<file path="src/rtl/grid_pattern_loader.sv">
// ----------------------------------------------------------------------------
// grid_pattern_loader
//
// Purpose:
//   Drives the programming interface of the 7x7 game-of-life datapath the way
//   an operator would. The datapath is first put into PROGRAM. One cell is then
//   written per step, using the write-alive or write-dead button. After a short
//   settle period the grid is handed over to RUN.
//   All outputs are registered.
//
// Ports:
//   clka       system clock, rising edge
//   rst_n      asynchronous active-low reset
//   start      begin a load; only honoured in IDLE or DONE
//   abort      cancel any load and return to IDLE; wins over start
//   pattern    seed pattern; bit i is cell i, 1 = alive
//   state_out  datapath state: 00 idle, 01 program, 10 run
//   btn0       write-dead strobe
//   btn1       write-alive strobe
//   busy       high while loading (SETUP, CELL, SETTLE)
//   done       high in DONE
//
// Optional build macro GRID_LOADER_VERIFY_EN:
//   Adds the input grid (datapath readback) and the output load_err.
//   load_err flags a difference between the readback and the latched pattern.
//   It is sampled on the last SETTLE cycle and is valid from the first DONE
//   cycle. It is cleared by start or abort.
// ----------------------------------------------------------------------------
module grid_pattern_loader #(
   parameter int N_CELLS       = 49,
   parameter int SETUP_CYCLES  = 2,
   parameter int CELL_CYCLES   = 1,
   parameter int SETTLE_CYCLES = 2
) (
   input  logic               clka,
   input  logic               rst_n,
   input  logic               start,
   input  logic               abort,
   input  logic [N_CELLS-1:0] pattern,
`ifdef GRID_LOADER_VERIFY_EN
   input  logic [N_CELLS-1:0] grid,
   output logic               load_err,
`endif
   output logic [1:0]         state_out,
   output logic               btn0,
   output logic               btn1,
   output logic               busy,
   output logic               done
);

   localparam int IDX_W    = (N_CELLS > 1) ? $clog2(N_CELLS) : 1;
   localparam int MAX_HOLD = (SETUP_CYCLES > CELL_CYCLES)
                             ? ((SETUP_CYCLES > SETTLE_CYCLES) ? SETUP_CYCLES : SETTLE_CYCLES)
                             : ((CELL_CYCLES > SETTLE_CYCLES) ? CELL_CYCLES : SETTLE_CYCLES);
   localparam int CNT_W    = (MAX_HOLD > 1) ? $clog2(MAX_HOLD) : 1;

   localparam logic [2:0] S_IDLE   = 3'd0;
   localparam logic [2:0] S_SETUP  = 3'd1;
   localparam logic [2:0] S_CELL   = 3'd2;
   localparam logic [2:0] S_SETTLE = 3'd3;
   localparam logic [2:0] S_DONE   = 3'd4;

   logic [2:0]         fsm_q, fsm_d;
   logic [IDX_W-1:0]   idx_q, idx_d;
   logic [CNT_W-1:0]   cnt_q, cnt_d;
   logic [N_CELLS-1:0] pat_q, pat_d;
   logic [1:0]         state_out_q, state_out_d;
   logic               btn0_q, btn0_d;
   logic               btn1_q, btn1_d;
   logic               busy_q, busy_d;
   logic               done_q, done_d;

   // Next-state logic
   always_comb begin
      fsm_d = fsm_q;
      idx_d = idx_q;
      cnt_d = cnt_q;
      pat_d = pat_q;
      case (fsm_q)
         S_IDLE, S_DONE: begin
            if (start) begin
               pat_d = pattern;
               fsm_d = S_SETUP;
               cnt_d = '0;
               idx_d = '0;
            end
         end
         S_SETUP: begin
            if (cnt_q == CNT_W'(SETUP_CYCLES - 1)) begin
               fsm_d = S_CELL;
               cnt_d = '0;
               idx_d = '0;
            end else begin
               cnt_d = cnt_q + 1'b1;
            end
         end
         S_CELL: begin
            if (cnt_q == CNT_W'(CELL_CYCLES - 1)) begin
               cnt_d = '0;
               // The last cell leaves the index in place, so it never wraps
               // inside a load.
               if (idx_q == IDX_W'(N_CELLS - 1)) begin
                  fsm_d = S_SETTLE;
               end else begin
                  idx_d = idx_q + 1'b1;
               end
            end else begin
               cnt_d = cnt_q + 1'b1;
            end
         end
         S_SETTLE: begin
            if (cnt_q == CNT_W'(SETTLE_CYCLES - 1)) begin
               fsm_d = S_DONE;
               cnt_d = '0;
            end else begin
               cnt_d = cnt_q + 1'b1;
            end
         end
         default: begin
            fsm_d = S_IDLE;
            cnt_d = '0;
            idx_d = '0;
         end
      endcase
      if (abort) begin
         fsm_d = S_IDLE;
         idx_d = '0;
         cnt_d = '0;
      end
   end

   // The outputs are decoded from the next state, so that the registered
   // outputs line up with the FSM. Because of this, an abort clears the
   // buttons in the very next cycle.
   always_comb begin
      state_out_d = 2'b00;
      btn0_d      = 1'b0;
      btn1_d      = 1'b0;
      busy_d      = 1'b0;
      done_d      = 1'b0;
      case (fsm_d)
         S_SETUP, S_SETTLE: begin
            state_out_d = 2'b01;
            busy_d      = 1'b1;
         end
         S_CELL: begin
            state_out_d = 2'b01;
            busy_d      = 1'b1;
            btn1_d      = pat_d[idx_d];
            btn0_d      = ~pat_d[idx_d];
         end
         S_DONE: begin
            state_out_d = 2'b10;
            done_d      = 1'b1;
         end
         default: ;
      endcase
   end

   always_ff @(posedge clka or negedge rst_n) begin
      if (!rst_n) begin
         fsm_q       <= S_IDLE;
         idx_q       <= '0;
         cnt_q       <= '0;
         pat_q       <= '0;
         state_out_q <= 2'b00;
         btn0_q      <= 1'b0;
         btn1_q      <= 1'b0;
         busy_q      <= 1'b0;
         done_q      <= 1'b0;
      end else begin
         fsm_q       <= fsm_d;
         idx_q       <= idx_d;
         cnt_q       <= cnt_d;
         pat_q       <= pat_d;
         state_out_q <= state_out_d;
         btn0_q      <= btn0_d;
         btn1_q      <= btn1_d;
         busy_q      <= busy_d;
         done_q      <= done_d;
      end
   end

   assign state_out = state_out_q;
   assign btn0      = btn0_q;
   assign btn1      = btn1_q;
   assign busy      = busy_q;
   assign done      = done_q;

`ifdef GRID_LOADER_VERIFY_EN
   logic load_err_q, load_err_d;

   always_comb begin
      load_err_d = load_err_q;
      // The readback is compared on the transition from SETTLE to DONE.
      if (fsm_q == S_SETTLE && fsm_d == S_DONE) begin
         load_err_d = (grid != pat_q);
      end
      if (((fsm_q == S_IDLE) || (fsm_q == S_DONE)) && start) begin
         load_err_d = 1'b0;
      end
      if (abort) begin
         load_err_d = 1'b0;
      end
   end

   always_ff @(posedge clka or negedge rst_n) begin
      if (!rst_n) begin
         load_err_q <= 1'b0;
      end else begin
         load_err_q <= load_err_d;
      end
   end

   assign load_err = load_err_q;
`endif

endmodule

</file>
<file path="config.mk">
export PLATFORM = sky130hd
export DESIGN_NAME = grid_pattern_loader
export DESIGN_NICKNAME = d
export VERILOG_FILES = /design/src/rtl/grid_pattern_loader.sv
export SDC_FILE = /design/constraint.sdc
export NUM_CORES = 1
export LEC_CHECK = 0
export BUFFER_PORTS_ARGS = -buffer_cell sky130_fd_sc_hd__buf_2
export CELL_PAD_IN_SITES_DETAIL_PLACEMENT = 1
export CELL_PAD_IN_SITES_GLOBAL_PLACEMENT = 2
export CORE_MARGIN = 1
export CORE_UTILIZATION = 34
export CTS_BUF_LIST = sky130_fd_sc_hd__clkbuf_8
export DETAILED_ROUTE_END_ITERATION = 8
export GPL_ROUTABILITY_DRIVEN = 0
export GPL_TIMING_DRIVEN = 0
export PLACE_DENSITY = 0.77
export SETUP_SLACK_MARGIN = 0.2
export SYNTH_ARGS = -nofsm -noshare
export SYNTH_HDL_FRONTEND = slang
export SYNTH_SLANG_ARGS = --single-unit
</file>
<file path="constraint.sdc">
create_clock -name clka -period 2.64 [get_ports clka]
set_clock_uncertainty 0.1 [all_clocks]
set_input_delay 0.264 -clock clka [delete_from_list [all_inputs] [get_ports clka]]
set_output_delay 0.264 -clock clka [all_outputs]
set_load 0.05 [all_outputs]
</file>
==> impl_metrics.yaml <==
sta:
  slew_headroom: 0.452
  tightest_slew_ns: 0.823
  drv_slew: 0
  rsz0062_at_grt: "yes"
  tns_ns: -0.837
  fmax_ghz: 0.327
  period_share: 1.16
  final.setup.worst_slack_ns: -0.419
  final_hold_viol_count: 0
  finalSetupViolCount: 2
  period_minus_slack_ns: 3.06
synthesis:
  syn_inst: 276
  synth_top_cell_area_share: 0.497
  synth.distinct_cells: 45
  synth_area_sq_um: 3220
  synth_seq_cells: 64
  synth_area_leader_cell: "dfrtp_1"
  ys_seq_area_frac: 0.497
  synth.area.top_cells: "dfrtp_1, mux2_2, mux2i_1, a21oi_1, nor3_1"
  yosys_warnings: 0
  synth.avg_cell_area_sq_um: 11.7
  syn_nets: 331
worst_setup_path:
  worstSetupEndpointType: "flip-flop"
  cp_slowest_cell: "or4_1"
  start_kind: "flip-flop"
  cp.arrival_ns: 3.18
  critPathTopFamily: "simple AND/OR/NAND/NOR gates"
  cp_max_fo: 7
  crit_type: "reg2reg"
  cp.required_ns: 2.76
  cpPeakStageDelay_ns: 0.42
  path_buf_inv: 3
  crit_chain: "buf_6 > or3b_4 > or3_4 > a311oi_4 > buf_6 > buf_8 > nor3_4 > or4_1 > nand4_1 > mux2i_1 > mux2i_1 > o22ai_1"
grt:
  grtUsageTotal: 0.181
  antenna_found_initial: 0
  grt_pass1_wl_um: 13700
  grt_max_degree: 65
  grt-ovfl-total: 0
  grt_pass1_vias: 2742
power_and_ir_drop:
  power_frac_comb: 0.202
  switchingPower_mw: 0.691
  switching_share: 0.281
  leakagePower_nw: 1.89
  intPower_mw: 1.76
  peakVddDrop_uv: 252
  power_density_nw_per_um2: 598
  seqPwrFrac: 0.471
  p_clk_frac: 0.327
layout:
  antenna_cells: 0
  layout_commonest_cell: "dfrtp_1"
  area_growth_pct: 27.4
  drive_above_1_share: 0.481
  layout_common_cells: "dfrtp_1, buf_2, mux2_2"
  fin_util: 0.446
  nNetsFinal: 418
  nFillCells: 1026
floorplan:
  core_area_sq_um: 9200
  io_pins: 59
  placementRows: 35
  floorplan.die_area_sq_um: 9870
  start_util: 0.350
  die_x_um: 99.3
  die_h_um: 99.3
route:
  drt_iter0_drc: 67
  wire_per_inst_um: 17.4
  vias: 2553
  wirelength_um: 8330
  firstDrtPassIters: 4
  ant_nets: 0
  vias_per_cell: 5.33
  drc_errors: 0
clocking:
  tritoncts: "built"
  htreeDepth: 3
  numCtsBuffers: 9
  clock_latency_ns: 0.34
  clk_pin_slew_ns: 0.07
  root_buffer: "clkbuf_8"
  cts_max_path_buffers: 2
  clock-sinks: 64
placed_design:
  hpwl_um: 5830
  port_buffers: 58
worst_hold_path:
  hold_class: "in2reg"
status:
  violations: "setup timing"
  status: "finished, violations left"
run:
  max-cap-violations: 0
-- flip-flops by register name, summed over array words and instances (netlist names) --
register	cells
fsm_q	3
idx_q	6
btn1	1
state_out	1
cnt_q	1
btn0	1
pat_q	49
done	1
busy	1
-- synthesized netlist by cell type (all sizes together) --
cell and number:
a22o 1, nand4b 2, a31oi 2, o41ai 1, o22ai 1, nor3b 2
nor2b 3, or3 5, nand2 7, nand4 4, o211ai 2, a32oi 1
mux2i 10, dfrtp 64, xor2 1, a311oi 2, buf 12, o21ai 3
or3b 1, nand3 9, or4 8, inv 12, a21oi 17, and3 3
o211a 1, o221a 1, nand2b 9, nor3 13, ha 2, nor2 11
clkbuf 4, mux2 50, o2111ai 6, a311o 3, o221ai 3
-- per-stage QoR --
| stage | cell area [sq um] | worst slack [ns] | power, mW | hold WS [ns] | std cells |
|---|---|---|---|---|---|
| 6_report | 4100 | -0.419 | 2.45 | 0.0659 | 479 |
| 2_1_floorplan | 3230 | -0.161 | 1.48 | -0.132 | 276 |
| 3_3_place_gp | 3660 | -0.817 | 1.62 | 0.371 | 445 |
| 3_5_place_dp | 3660 | -0.847 | 1.64 | 0.319 | 445 |
| 4_1_cts | 3970 | -0.501 | 2.46 | 0.0590 | 471 |
| 5_1_grt | 4100 | -0.541 | 2.58 | 0.0576 | 479 |
-- logic make-up after synthesis --
group	after synthesis	synth area share
AND/OR/NAND/NOR	77	0.138
flip-flops	64	0.497
multiplexers	60	0.206
AO/OA/AOI/OAI	44	0.105
buffers and inverters	28	0.0439
adder cells (fa/ha/maj)	2	0.00777
XOR/XNOR	1	0.00272
-- layer usage --
layer,vias up,part of all wire,track usage
met3,13,0.040,0.0302
met2,59,0.49,0.302
met4,0,0.015,0.0588
li1,1194,-,-
met5,-,0,0
met1,1287,0.45,0.239
-- layout make-up --
cell class / instances / area [sq um] / share of cell area
multi-input combinational: 184 / 1560 / 0.381
buffer: 16 / 116 / 0.0284
timing repair buffer: 76 / 447 / 0.109
tap: 111 / 139 / 0.0338
clock inverter: 5 / 40.0 / 0.00976
inverter: 12 / 45.0 / 0.0110
clock buffer: 11 / 151 / 0.0369
sequential: 64 / 1600 / 0.391
-- path summary, 6_finish.rpt --
kind / depth (start not counted) / start / slack [ns] / to
max: 12 / fsm_q[0] / -0.42 / btn0
min: 3 / pattern[48] / 0.07 / pat_q[48]
min reg2reg: 2 / pat_q[48] / 0.39 / pat_q[48]
min in group asynchronous: 2 / rst_n / 0.46 / pat_q[45]
max in group asynchronous: 2 / rst_n / 1.41 / idx_q[1]
max reg2reg: 12 / fsm_q[0] / -0.42 / btn0
-- worst reg2reg max path, cell delays in order (launching register included) --
cell and delay (ns):
dfrtp_1 0.37, buf_6 0.13, or3b_4 0.39, or3_4 0.41
a311oi_4 0.25, buf_6 0.16, buf_8 0.12, nor3_4 0.03
or4_1 0.42, nand4_1 0.10, mux2i_1 0.11, mux2i_1 0.23
o22ai_1 0.10
-- what timing repair did --
item / 4_1_cts / 5_1_grt
gates resized for setup: 10 / 23
pin swaps: 4 / 4
hold buffers: 1 / 0
setup endpoints to repair: 25 / 5
buffers inserted: 9 / 8
hold endpoints to repair: 64 / 0
-- power groups by stage --
stage	clock network, mW	logic [mW]	registers, mW
2_1_floorplan	0	0.308	1.18
3_3_place_gp	0	0.452	1.17
3_5_place_dp	0	0.463	1.18
4_1_cts	0.826	0.480	1.16
5_1_grt	0.857	0.546	1.17
6_report	0.804	0.495	1.16
No activity file was read; power rests on OpenSTA's default activity.
